## config.mk

```make
export PLATFORM = sky130hd
export DESIGN_NAME = cordic_angle_sequencer_flat
export DESIGN_NICKNAME = d
export VERILOG_FILES = /design/src/rtl/cordic_pkg.sv /design/src/rtl/cordic_angle_sequencer_if.sv /design/src/rtl/cordic_atan_rom.sv /design/src/rtl/cordic_angle_sequencer.sv /design/src/flat_wrapper.sv
export SDC_FILE = /design/constraint.sdc
export NUM_CORES = 1
export LEC_CHECK = 0
export CORE_UTILIZATION = 53
export DETAILED_ROUTE_END_ITERATION = 8
export PLACE_DENSITY = 0.84
export SYNTH_ARGS = -nofsm -noshare
export SYNTH_HDL_FRONTEND = slang
export SYNTH_SLANG_ARGS = --single-unit
```

## constraint.sdc

```tcl
create_clock -name CLK -period 3.15 [get_ports CLK]
set_input_delay 0.63 -clock CLK [delete_from_list [all_inputs] [get_ports CLK]]
set_output_delay 0.63 -clock CLK [all_outputs]
set_load 0.03 [all_outputs]
```

## src/rtl/cordic_pkg.sv

```systemverilog
// cordic_pkg
// Shared definitions for the CORDIC angle sequencer slice: the default
// angle width, the arctangent table in 3-degree units and the sequencer
// state encoding.
// No ports (package).
package cordic_pkg;

  localparam int CORDIC_W   = 6;
  localparam int ATAN_DEPTH = 6;

  // atan(2^-i) expressed in 3-degree LSBs, rounded
  localparam int ATAN_0 = 15;
  localparam int ATAN_1 = 9;
  localparam int ATAN_2 = 5;
  localparam int ATAN_3 = 2;
  localparam int ATAN_4 = 1;
  localparam int ATAN_5 = 1;

  typedef enum logic [2:0] {
    IDLE = 3'd0,
    CMP  = 3'd1,
    ADD  = 3'd2,
    CAP  = 3'd3,
    DONE = 3'd4
  } state_e;

endpackage

```

## src/rtl/cordic_angle_sequencer_if.sv

```systemverilog
// cordic_angle_sequencer_if
// Operand/result bus between the angle sequencer and the CORDIC angle adder.
//   ha_mem  accumulator operand presented to the adder
//   ha_mux  arctangent constant operand
//   gt, lt  direction flags (gt: add, lt: subtract)
//   sum_in  registered adder result returned to the sequencer
// Modports: master = sequencer side, slave = adder side.
interface cordic_angle_sequencer_if
  import cordic_pkg::*;
#(
  parameter int W = CORDIC_W
);

  logic [W-1:0] ha_mem;
  logic [W-1:0] ha_mux;
  logic         gt;
  logic         lt;
  logic [W-1:0] sum_in;

  modport master (output ha_mem, output ha_mux, output gt, output lt, input sum_in);
  modport slave  (input ha_mem, input ha_mux, input gt, input lt, output sum_in);

endinterface

```

## src/rtl/cordic_atan_rom.sv

```systemverilog
// cordic_atan_rom
// Combinational lookup of the arctangent constant for an iteration index.
//   iter  iteration index
//   atan  W-bit constant in 3-degree units (0 beyond the table depth)
module cordic_atan_rom
  import cordic_pkg::*;
#(
  parameter int W = CORDIC_W
) (
  input  logic [2:0]   iter,
  output logic [W-1:0] atan
);

  always_comb begin
    atan = '0;
    case (iter)
      3'd0:    atan = W'(ATAN_0);
      3'd1:    atan = W'(ATAN_1);
      3'd2:    atan = W'(ATAN_2);
      3'd3:    atan = W'(ATAN_3);
      3'd4:    atan = W'(ATAN_4);
      3'd5:    atan = W'(ATAN_5);
      default: atan = '0;
    endcase
  end

endmodule

```

## src/rtl/cordic_angle_sequencer.sv

```systemverilog
// cordic_angle_sequencer
// Iteration controller upstream of the CORDIC angle adder. Holds the target
// and running accumulator, picks the rotation direction each iteration,
// presents operands to the adder and captures its registered sum.
//   CLK, RST   clock and synchronous active-high reset
//   start      begin a run (honoured only in IDLE)
//   target     signed requested angle, latched on an accepted start
//   adder      operand/result bus to the angle adder (master side)
//   iter       current iteration index
//   dirs       bit i set when iteration i added
//   angle_out  final accumulator, valid with done
//   busy       run in progress
//   done       single-cycle completion pulse
// ITERS must not exceed the atan table depth (ATAN_DEPTH).
module cordic_angle_sequencer
  import cordic_pkg::*;
#(
  parameter int W     = CORDIC_W,
  parameter int ITERS = ATAN_DEPTH
) (
  input  logic                        CLK,
  input  logic                        RST,
  input  logic                        start,
  input  logic [W-1:0]                target,
  cordic_angle_sequencer_if.master    adder,
  output logic [2:0]                  iter,
  output logic [ITERS-1:0]            dirs,
  output logic [W-1:0]                angle_out,
  output logic                        busy,
  output logic                        done
);

  state_e       state;
  logic [W-1:0] target_q;
  logic [W-1:0] acc;
  logic [W-1:0] atan_val;
  logic         target_gt;
  logic         target_lt;
  logic         finished;

  cordic_atan_rom #(.W(W)) u_rom (
    .iter (iter),
    .atan (atan_val)
  );

  assign target_gt = $signed(target_q) > $signed(acc);
  assign target_lt = $signed(target_q) < $signed(acc);
  // Converged, or the iteration budget is spent
  assign finished  = (acc == target_q) || (iter == 3'(ITERS));

  // Adder operands are registered in CMP so they are already stable for the
  // whole ADD cycle; the adder samples them at the edge closing ADD and its
  // result is valid on sum_in during CAP.
  always_ff @(posedge CLK) begin
    if (RST) begin
      state         <= IDLE;
      target_q      <= '0;
      acc           <= '0;
      iter          <= '0;
      dirs          <= '0;
      angle_out     <= '0;
      busy          <= 1'b0;
      done          <= 1'b0;
      adder.ha_mem  <= '0;
      adder.ha_mux  <= '0;
      adder.gt      <= 1'b0;
      adder.lt      <= 1'b0;
    end else begin
      case (state)
        IDLE: begin
          if (start) begin
            target_q  <= target;
            acc       <= '0;
            iter      <= '0;
            dirs      <= '0;
            angle_out <= '0;
            busy      <= 1'b1;
            state     <= CMP;
          end
        end
        CMP: begin
          if (finished) begin
            busy      <= 1'b0;
            done      <= 1'b1;
            angle_out <= acc;
            state     <= DONE;
          end else begin
            adder.ha_mem <= acc;
            adder.ha_mux <= atan_val;
            adder.gt     <= target_gt;
            adder.lt     <= target_lt;
            if (target_gt) begin
              dirs <= dirs | (ITERS'(1) << iter);
            end
            state <= ADD;
          end
        end
        ADD: begin
          state <= CAP;
        end
        CAP: begin
          acc   <= adder.sum_in;
          iter  <= iter + 3'd1;
          state <= CMP;
        end
        DONE: begin
          done  <= 1'b0;
          state <= IDLE;
        end
        default: begin
          state <= IDLE;
        end
      endcase
    end
  end

endmodule
```

## src/flat_wrapper.sv

```systemverilog
// flat-port wrapper written by rule: the top's interface ports become plain ports
module cordic_angle_sequencer_flat import cordic_pkg::*;
#(
  parameter int W     = CORDIC_W,
  parameter int ITERS = ATAN_DEPTH
)
  (CLK, RST, start, target, iter, dirs, angle_out, busy, done, adder_ha_mem, adder_ha_mux, adder_gt, adder_lt, adder_sum_in);
  cordic_angle_sequencer_if #(.W(W)) adder_i ();
  input  logic CLK;
  input  logic RST;
  input  logic start;
  input  logic [W-1:0] target;
  output logic [2:0] iter;
  output logic [ITERS-1:0] dirs;
  output logic [W-1:0] angle_out;
  output logic busy;
  output logic done;
  output wire logic [$bits(adder_i.ha_mem)-1:0] adder_ha_mem;
  output wire logic [$bits(adder_i.ha_mux)-1:0] adder_ha_mux;
  output wire logic [$bits(adder_i.gt)-1:0] adder_gt;
  output wire logic [$bits(adder_i.lt)-1:0] adder_lt;
  input wire logic [$bits(adder_i.sum_in)-1:0] adder_sum_in;
  assign adder_ha_mem = adder_i.ha_mem;
  assign adder_ha_mux = adder_i.ha_mux;
  assign adder_gt = adder_i.gt;
  assign adder_lt = adder_i.lt;
  assign adder_i.sum_in = adder_sum_in;
  cordic_angle_sequencer #(.W(W), .ITERS(ITERS)) u_core (.CLK(CLK), .RST(RST), .start(start), .target(target), .adder(adder_i), .iter(iter), .dirs(dirs), .angle_out(angle_out), .busy(busy), .done(done));
endmodule
```

==> run metrics, run 1 <==
Sink Count=44; port bufs=43; Mapped Area=0.001966 mm2; via count=about 1800; R2R cell count=6; Hold Vio Cnt, Final=0; Rel. slew slack=0.5413; Placer Congestion=just over 0.8; Worst EP arrival=2.40 ns; Final setup viols=0; DP HPWL=3.034 mm; largest family of logic cells by synthesized area=simple AND/OR/NAND/NOR gates; Hold Path Class=reg2reg; slowest stage cell, crit path=a211oi_4; Avg Cell Area, Syn=8.659 um2; gr busiest metal=met2; Final period util=0.6921; GRT met1 Usage=0.2947; total track usage=0.2250; CP max FO=15; ANT nets after route=0; routed wire length per instance=13.71 um; max incr delay on CP=0.63 ns; mux cell area share after synthesis=0; Worst-Skew Late Latency=0.29 ns; Ys Warns=0; most common cell after layout, fill and taps aside=dfxtp_1; hold_buf cts=0; vias per std cell=5.650; total grt overflow=0; Cell variety after synth=36; status=finished clean; FMAX=between 400 and 500 MHz; register bit total from synthesis=44; initial antenna violation count=0; Root Driver=clkbuf_8; Routed WL=4.263 mm; Synth Instances=~230; Final Skew=0.005875 ns; largest net degree at the start of global routing=40; # IOs=46; post-route minimum period=2.180 ns; Die Ht=62.90 um; FF-to-FF Start=u_core.acc[3]; CP Launch Type=register; P per Cell Area=493.9 mW/mm2; post-cts resize count=0; post-CTS setup buffers=0; met3 usage=0.03832; CTS H-tree depth=2; Tot Pwr=approximately 1.2 mW; Worst Path Class, Setup=reg2reg; register area=880.8 um2; final setup margin=just under 1 ns; worst slew pin tran=0.6859 ns; n_diodes=0; Hold Startpoint=u_core.adder.ha_mem[0]; Setup WS pre-CTS=0.7969 ns; area of the multi-input gates=955.9 um2; layout cells sized above 1=0.06415; setup TNS=0 ns; worst path required time=roughly 3.4 ns; Post-Synth XOR/XNOR Area=0; commonest cells after routing, fill and taps aside=44 x dfxtp_1, 43 x clkdlybuf4s50_1, 35 x nand2_1; die area=0.003956 mm2; WHS Path Cells=2; max_cap viols=0; Die Span X=approximately 63 um; Pre-antenna DRT Iters=4; RSZ-0062 raised after global routing=no; Fillers=approximately 280; sequential area share after synthesis=0.4481; worst setup path start=u_core.acc[3]; first-pass GRT wire length=7.072 mm; drt initial violations=about 120; clock tree buffer depth=2; Setup crit end=u_core.adder.ha_mux[3]; EDFF count, synth=0; FP Rows=21; CTS tree=yes; core region area=between 0.003 and 0.004 mm2; DRC=0; simple-gate share of the synthesized area=0.2075; clock slew at the register clock pins of the worst setup and hold paths=0.08 ns; Max Slew Vio Count=0; vias in the first global route=between 1500 and 2000; Worst R2R Setup Slack=0.97 ns; critical-path cell list=inv_1 > ha_1 > and4_1 > a211oi_4 > o211ai_1 > a21oi_1; post-synthesis compound-gate area fraction=0.2050; TritonCTS buffer count=5; post-synthesis adder-cell area fraction=0.07002; CP Capture Type=register; worst hold slack=0.4608 ns; Post-synth ARST share=0; Initial Utilization=0.5711; final core utilization=0.7219; met2 usage=0.3629; Area growth syn-to-layout=26.42%; RR Endpoint=u_core.adder.ha_mux[3]; Max VDD drop=0.3533 mV; final net count=291; static leakage=0.8566 nW; Most used DFF post-synth=dfxtp_1
## through the flow
| stage | cells | area (um2) |
|---|---|---|
| 2_1_floorplan | 228 | 1969 |
| 3_3_place_gp | 304 | 2389 |
| 3_5_place_dp | 304 | 2389 |
| 5_1_grt | 311 | 2485 |
| 4_1_cts | 311 | 2485 |
| 6_report | 311 | 2485 |
## how the worst min path moves through the flow
stage | end | slack (ns)
finish | u_core.adder.ha_mem[0] | 0.46
global route | u_core.adder.ha_mux[3] | 0.48
detailed placement | u_core.dirs[5] | 0.45
CTS | u_core.adder.ha_mux[3] | 0.46
floorplan | u_core.target_q[0] | 0.44
global placement | u_core.dirs[3] | 0.44
## power breakdown
group | internal [mW] | switching, mW
registers | 0.582 | 0.0195
logic | 0.0942 | 0.161
clock network | 0.195 | 0.175
total | 0.871 | 0.356
## cell families (layout without fill, tap and decap cells)
logic type	after synthesis	in the layout
AND/OR/NAND/NOR	83	83
AO/OA/AOI/OAI	61	61
flip-flops	44	44
buffers and inverters	27	64
adder cells (fa/ha/maj)	11	11
other	1	2
## synth_stat cells, types with 2 or more instances
cell | instances | area share
nand3_1 | 7 | 0.018
ha_1 | 11 | 0.070
nor3_1 | 6 | 0.015
buf_6 | 3 | 0.017
o211ai_1 | 8 | 0.031
clkbuf_1 | 10 | 0.019
inv_1 | 11 | 0.021
o31ai_1 | 2 | 0.0076
nand4_1 | 7 | 0.022
nand3b_1 | 2 | 0.0076
a211oi_1 | 3 | 0.011
a21oi_1 | 27 | 0.069
and2_1 | 2 | 0.0064
buf_4 | 2 | 0.0076
o21ai_0 | 7 | 0.018
a22oi_1 | 7 | 0.027
dfxtp_1 | 44 | 0.45
nor2b_1 | 2 | 0.0064
nor2_1 | 15 | 0.029
nand2_1 | 35 | 0.067
## registers in the layout, summed over array words and instances, names as in the netlist
name                 flops
u_core.adder.gt          1
u_core.angle_out         6
u_core.busy              1
u_core.adder.ha_mem      6
u_core.done              1
u_core.iter              3
u_core.state             3
u_core.adder.lt          1
u_core.acc               6
u_core.target_q          6
u_core.dirs              6
u_core.adder.ha_mux      4
## layout make-up
class	instances	share of cell area
inverters	11	0.01662
clock buffers	7	0.03877
flip-flops and latches	44	0.3545
multi-input cells	157	0.3847
repair buffers	46	0.1823
well taps	46	0.02316
## routing by layer
| layer | wire length (um) | part of all wire |
|---|---|---|
| met5 | 0 | 0 |
| met3 | 215 | 0.050 |
| met4 | 85 | 0.020 |
| met2 | 2024 | 0.47 |
| met1 | 1938 | 0.45 |
## worst max-delay path: cells and delay by family, from the launching register on
family / cells / cell delay [ns]
buffers and inverters: 1 / 0.07
AND/OR/NAND/NOR: 1 / 0.28
adder cells (fa/ha/maj): 1 / 0.33
flip-flops: 1 / 0.42
AO/OA/AOI/OAI: 3 / 1.02
(Power assumes the default switching activity.)
==> run 2, diff against run 1 <==
Settings changed: CORE_UTILIZATION 53 to 49, PLACE_DENSITY 0.84 to 0.79.
Clock period 3.15 ns to 2.12 ns, I/O delays scaled along.
==> run 2 against run 1 <==
Compared with the run above: critical path depth down 5; sequential power up 49%; final cell count rose by 3.5%; clock skew up 0.0027 ns; global-route usage is 1.0 points lower; sequential share of layout area shrank 0.94 points; routed wire length shrank 1.1%; die area up 7.9%; register-to-register slack got worse by 0.74 ns; cell area grew 2.7%; first-iteration DRC count increased by 15%.
==> run metrics, run 2 (synthesized netlist as in run 1, its figures left out) <==
routed wire length per instance=13.10 um; via count=1737; worst path required time=1.70 ns; RSZ-0062 raised after global routing=no; CTS tree=yes; drt initial violations=142; Hold Startpoint=u_core.adder.ha_mux[3]; Sink Count=44; P per Cell Area=~700 mW/mm2; Post-DP Area=0.002471 mm2; Die Ht=65.34 um; worst slew pin tran=0.5468 ns; commonest cells after routing, fill and taps aside=44 x dfxtp_1, 43 x clkdlybuf4s50_1, 35 x nand2_1; Met1 Wirelength=2.057 mm; Root Driver=clkbuf_8; clock tree buffer depth=2; CP max FO=8; Worst EP arrival=about 1.5 ns; Rel. slew slack=0.6344; WL met3=roughly 220 um; largest net degree at the start of global routing=40; Buf+Inv Stages, Crit Path=1; DRC=0; FF-to-FF Start=u_core.acc[4]; Worst Path Class, Setup=reg2out; vias in the first global route=1520; Hold Vio Cnt, Final=0; WL met2=about 1.9 mm; total grt overflow=0; WHS Path Cells=2; clock slew at the register clock pins of the worst setup and hold paths=0.08 ns; FMAX=519.7 MHz; Placer Congestion=0.8549; setup TNS=0 ns; DP HPWL=3.071 mm; CP Capture Type=primary output; post-cts resize count=0; post-route minimum period=1.924 ns; R2R cell count=7; CTS H-tree depth=2; die area=0.004269 mm2; Final setup viols=0; ANT nets after route=0; total track usage=0.2147; Max Slew Vio Count=0; status=finished clean; static leakage=0.8967 nW; port bufs=43; CP Launch Type=register; Worst-Skew Late Latency=0.29 ns; critical-path cell list=clkdlybuf4s50_1; Initial Utilization=0.5251; initial antenna violation count=0; n_diodes=0; TritonCTS buffer count=5; Pre-antenna DRT Iters=4; layout cells sized above 1=0.09489; Final period util=0.9076; worst hold endpoint=u_core.adder.ha_mux[3]; Max VDD drop=0.5206 mV; Area growth syn-to-layout=29.85%; post-route design area=0.002552 mm2; crit-path leading delay family=buffers and inverters; slowest stage cell, crit path=clkdlybuf4s50_1; max incr delay on CP=0.73 ns; Final Skew=0.008585 ns; hold_buf cts=0; # IOs=46; Routed WL=about 4.2 mm; most common cell after layout, fill and taps aside=dfxtp_1; Hold Path Class=reg2reg; FP Rows=22; RR Endpoint=u_core.adder.ha_mux[0]; Die Span X=65.34 um; final net count=300; post-CTS setup buffers=0; highest routing layer actually used=met4; max_cap viols=0; first-pass GRT wire length=7.003 mm; vias per std cell=roughly 5.4; core region area=~0.0037 mm2; Worst R2R Setup Slack=0.23 ns
[run 2: worst min-delay path: stages, from the launching register on]
cell	delay, ns
dfxtp_1	0.31
nand2_1	0.05
a21oi_1	0.05
[run 2: stage by stage]
| stage | hold slack (ns) | total power [mW] | cells | worst slack [ns] | utilization |
|---|---|---|---|---|---|
| CTS | 0.4537 | 1.814 | 322 | 0.1797 | 0.6818 |
| global route | 0.4729 | 1.902 | 322 | 0.07110 | 0.6818 |
| global placement | 0.4396 | 1.322 | 315 | 0.1589 | 0.6601 |
| floorplan | 0.4363 | 1.176 | 228 | 0.2242 | - |
| finish | 0.4487 | 1.803 | 322 | 0.1960 | 0.6818 |
| detailed placement | 0.4414 | 1.325 | 315 | 0.1546 | 0.6601 |
[run 2: cell type report]
cell class,instances,area (um2)
fillers,329,1191
multi-input cells,157,955.9
flip-flops and latches,44,880.8
repair buffers,55,533.0
clock buffers,5,68.82
well taps,48,60.06
inverters,11,41.29
clock inverters,2,12.51
[run 2: worst max-delay path by stage]
stage / slack [ns] / startpoint / to / depth (start not counted)
after floorplan: 0.22 / u_core.iter[0] / u_core.adder.ha_mux[0] / 7
after global placement: 0.16 / start / u_core.iter[1] / 5
after detailed placement: 0.15 / start / u_core.acc[0] / 5
after CTS: 0.18 / u_core.iter[2] / iter[2] / 1
after global routing: 0.07 / u_core.acc[2] / u_core.adder.ha_mem[2] / 7
final: 0.20 / u_core.iter[2] / iter[2] / 1
[run 2: routing by layer]
metal	track usage	vias to the layer above
met5	0	-
met3	0.05903	5
li1	-	887
met4	0.05707	0
met2	0.3273	54
met1	0.2963	791
[run 2: where the power goes]
part / internal (mW) / total [mW] / switching [mW] / leakage, nW
sequential: 0.864 / 0.893 / 0.0290 / 0.357
clock: 0.223 / 0.492 / 0.269 / 0.0400
combinational: 0.170 / 0.417 / 0.247 / 0.500
total: 1.26 / 1.80 / 0.545 / 0.897
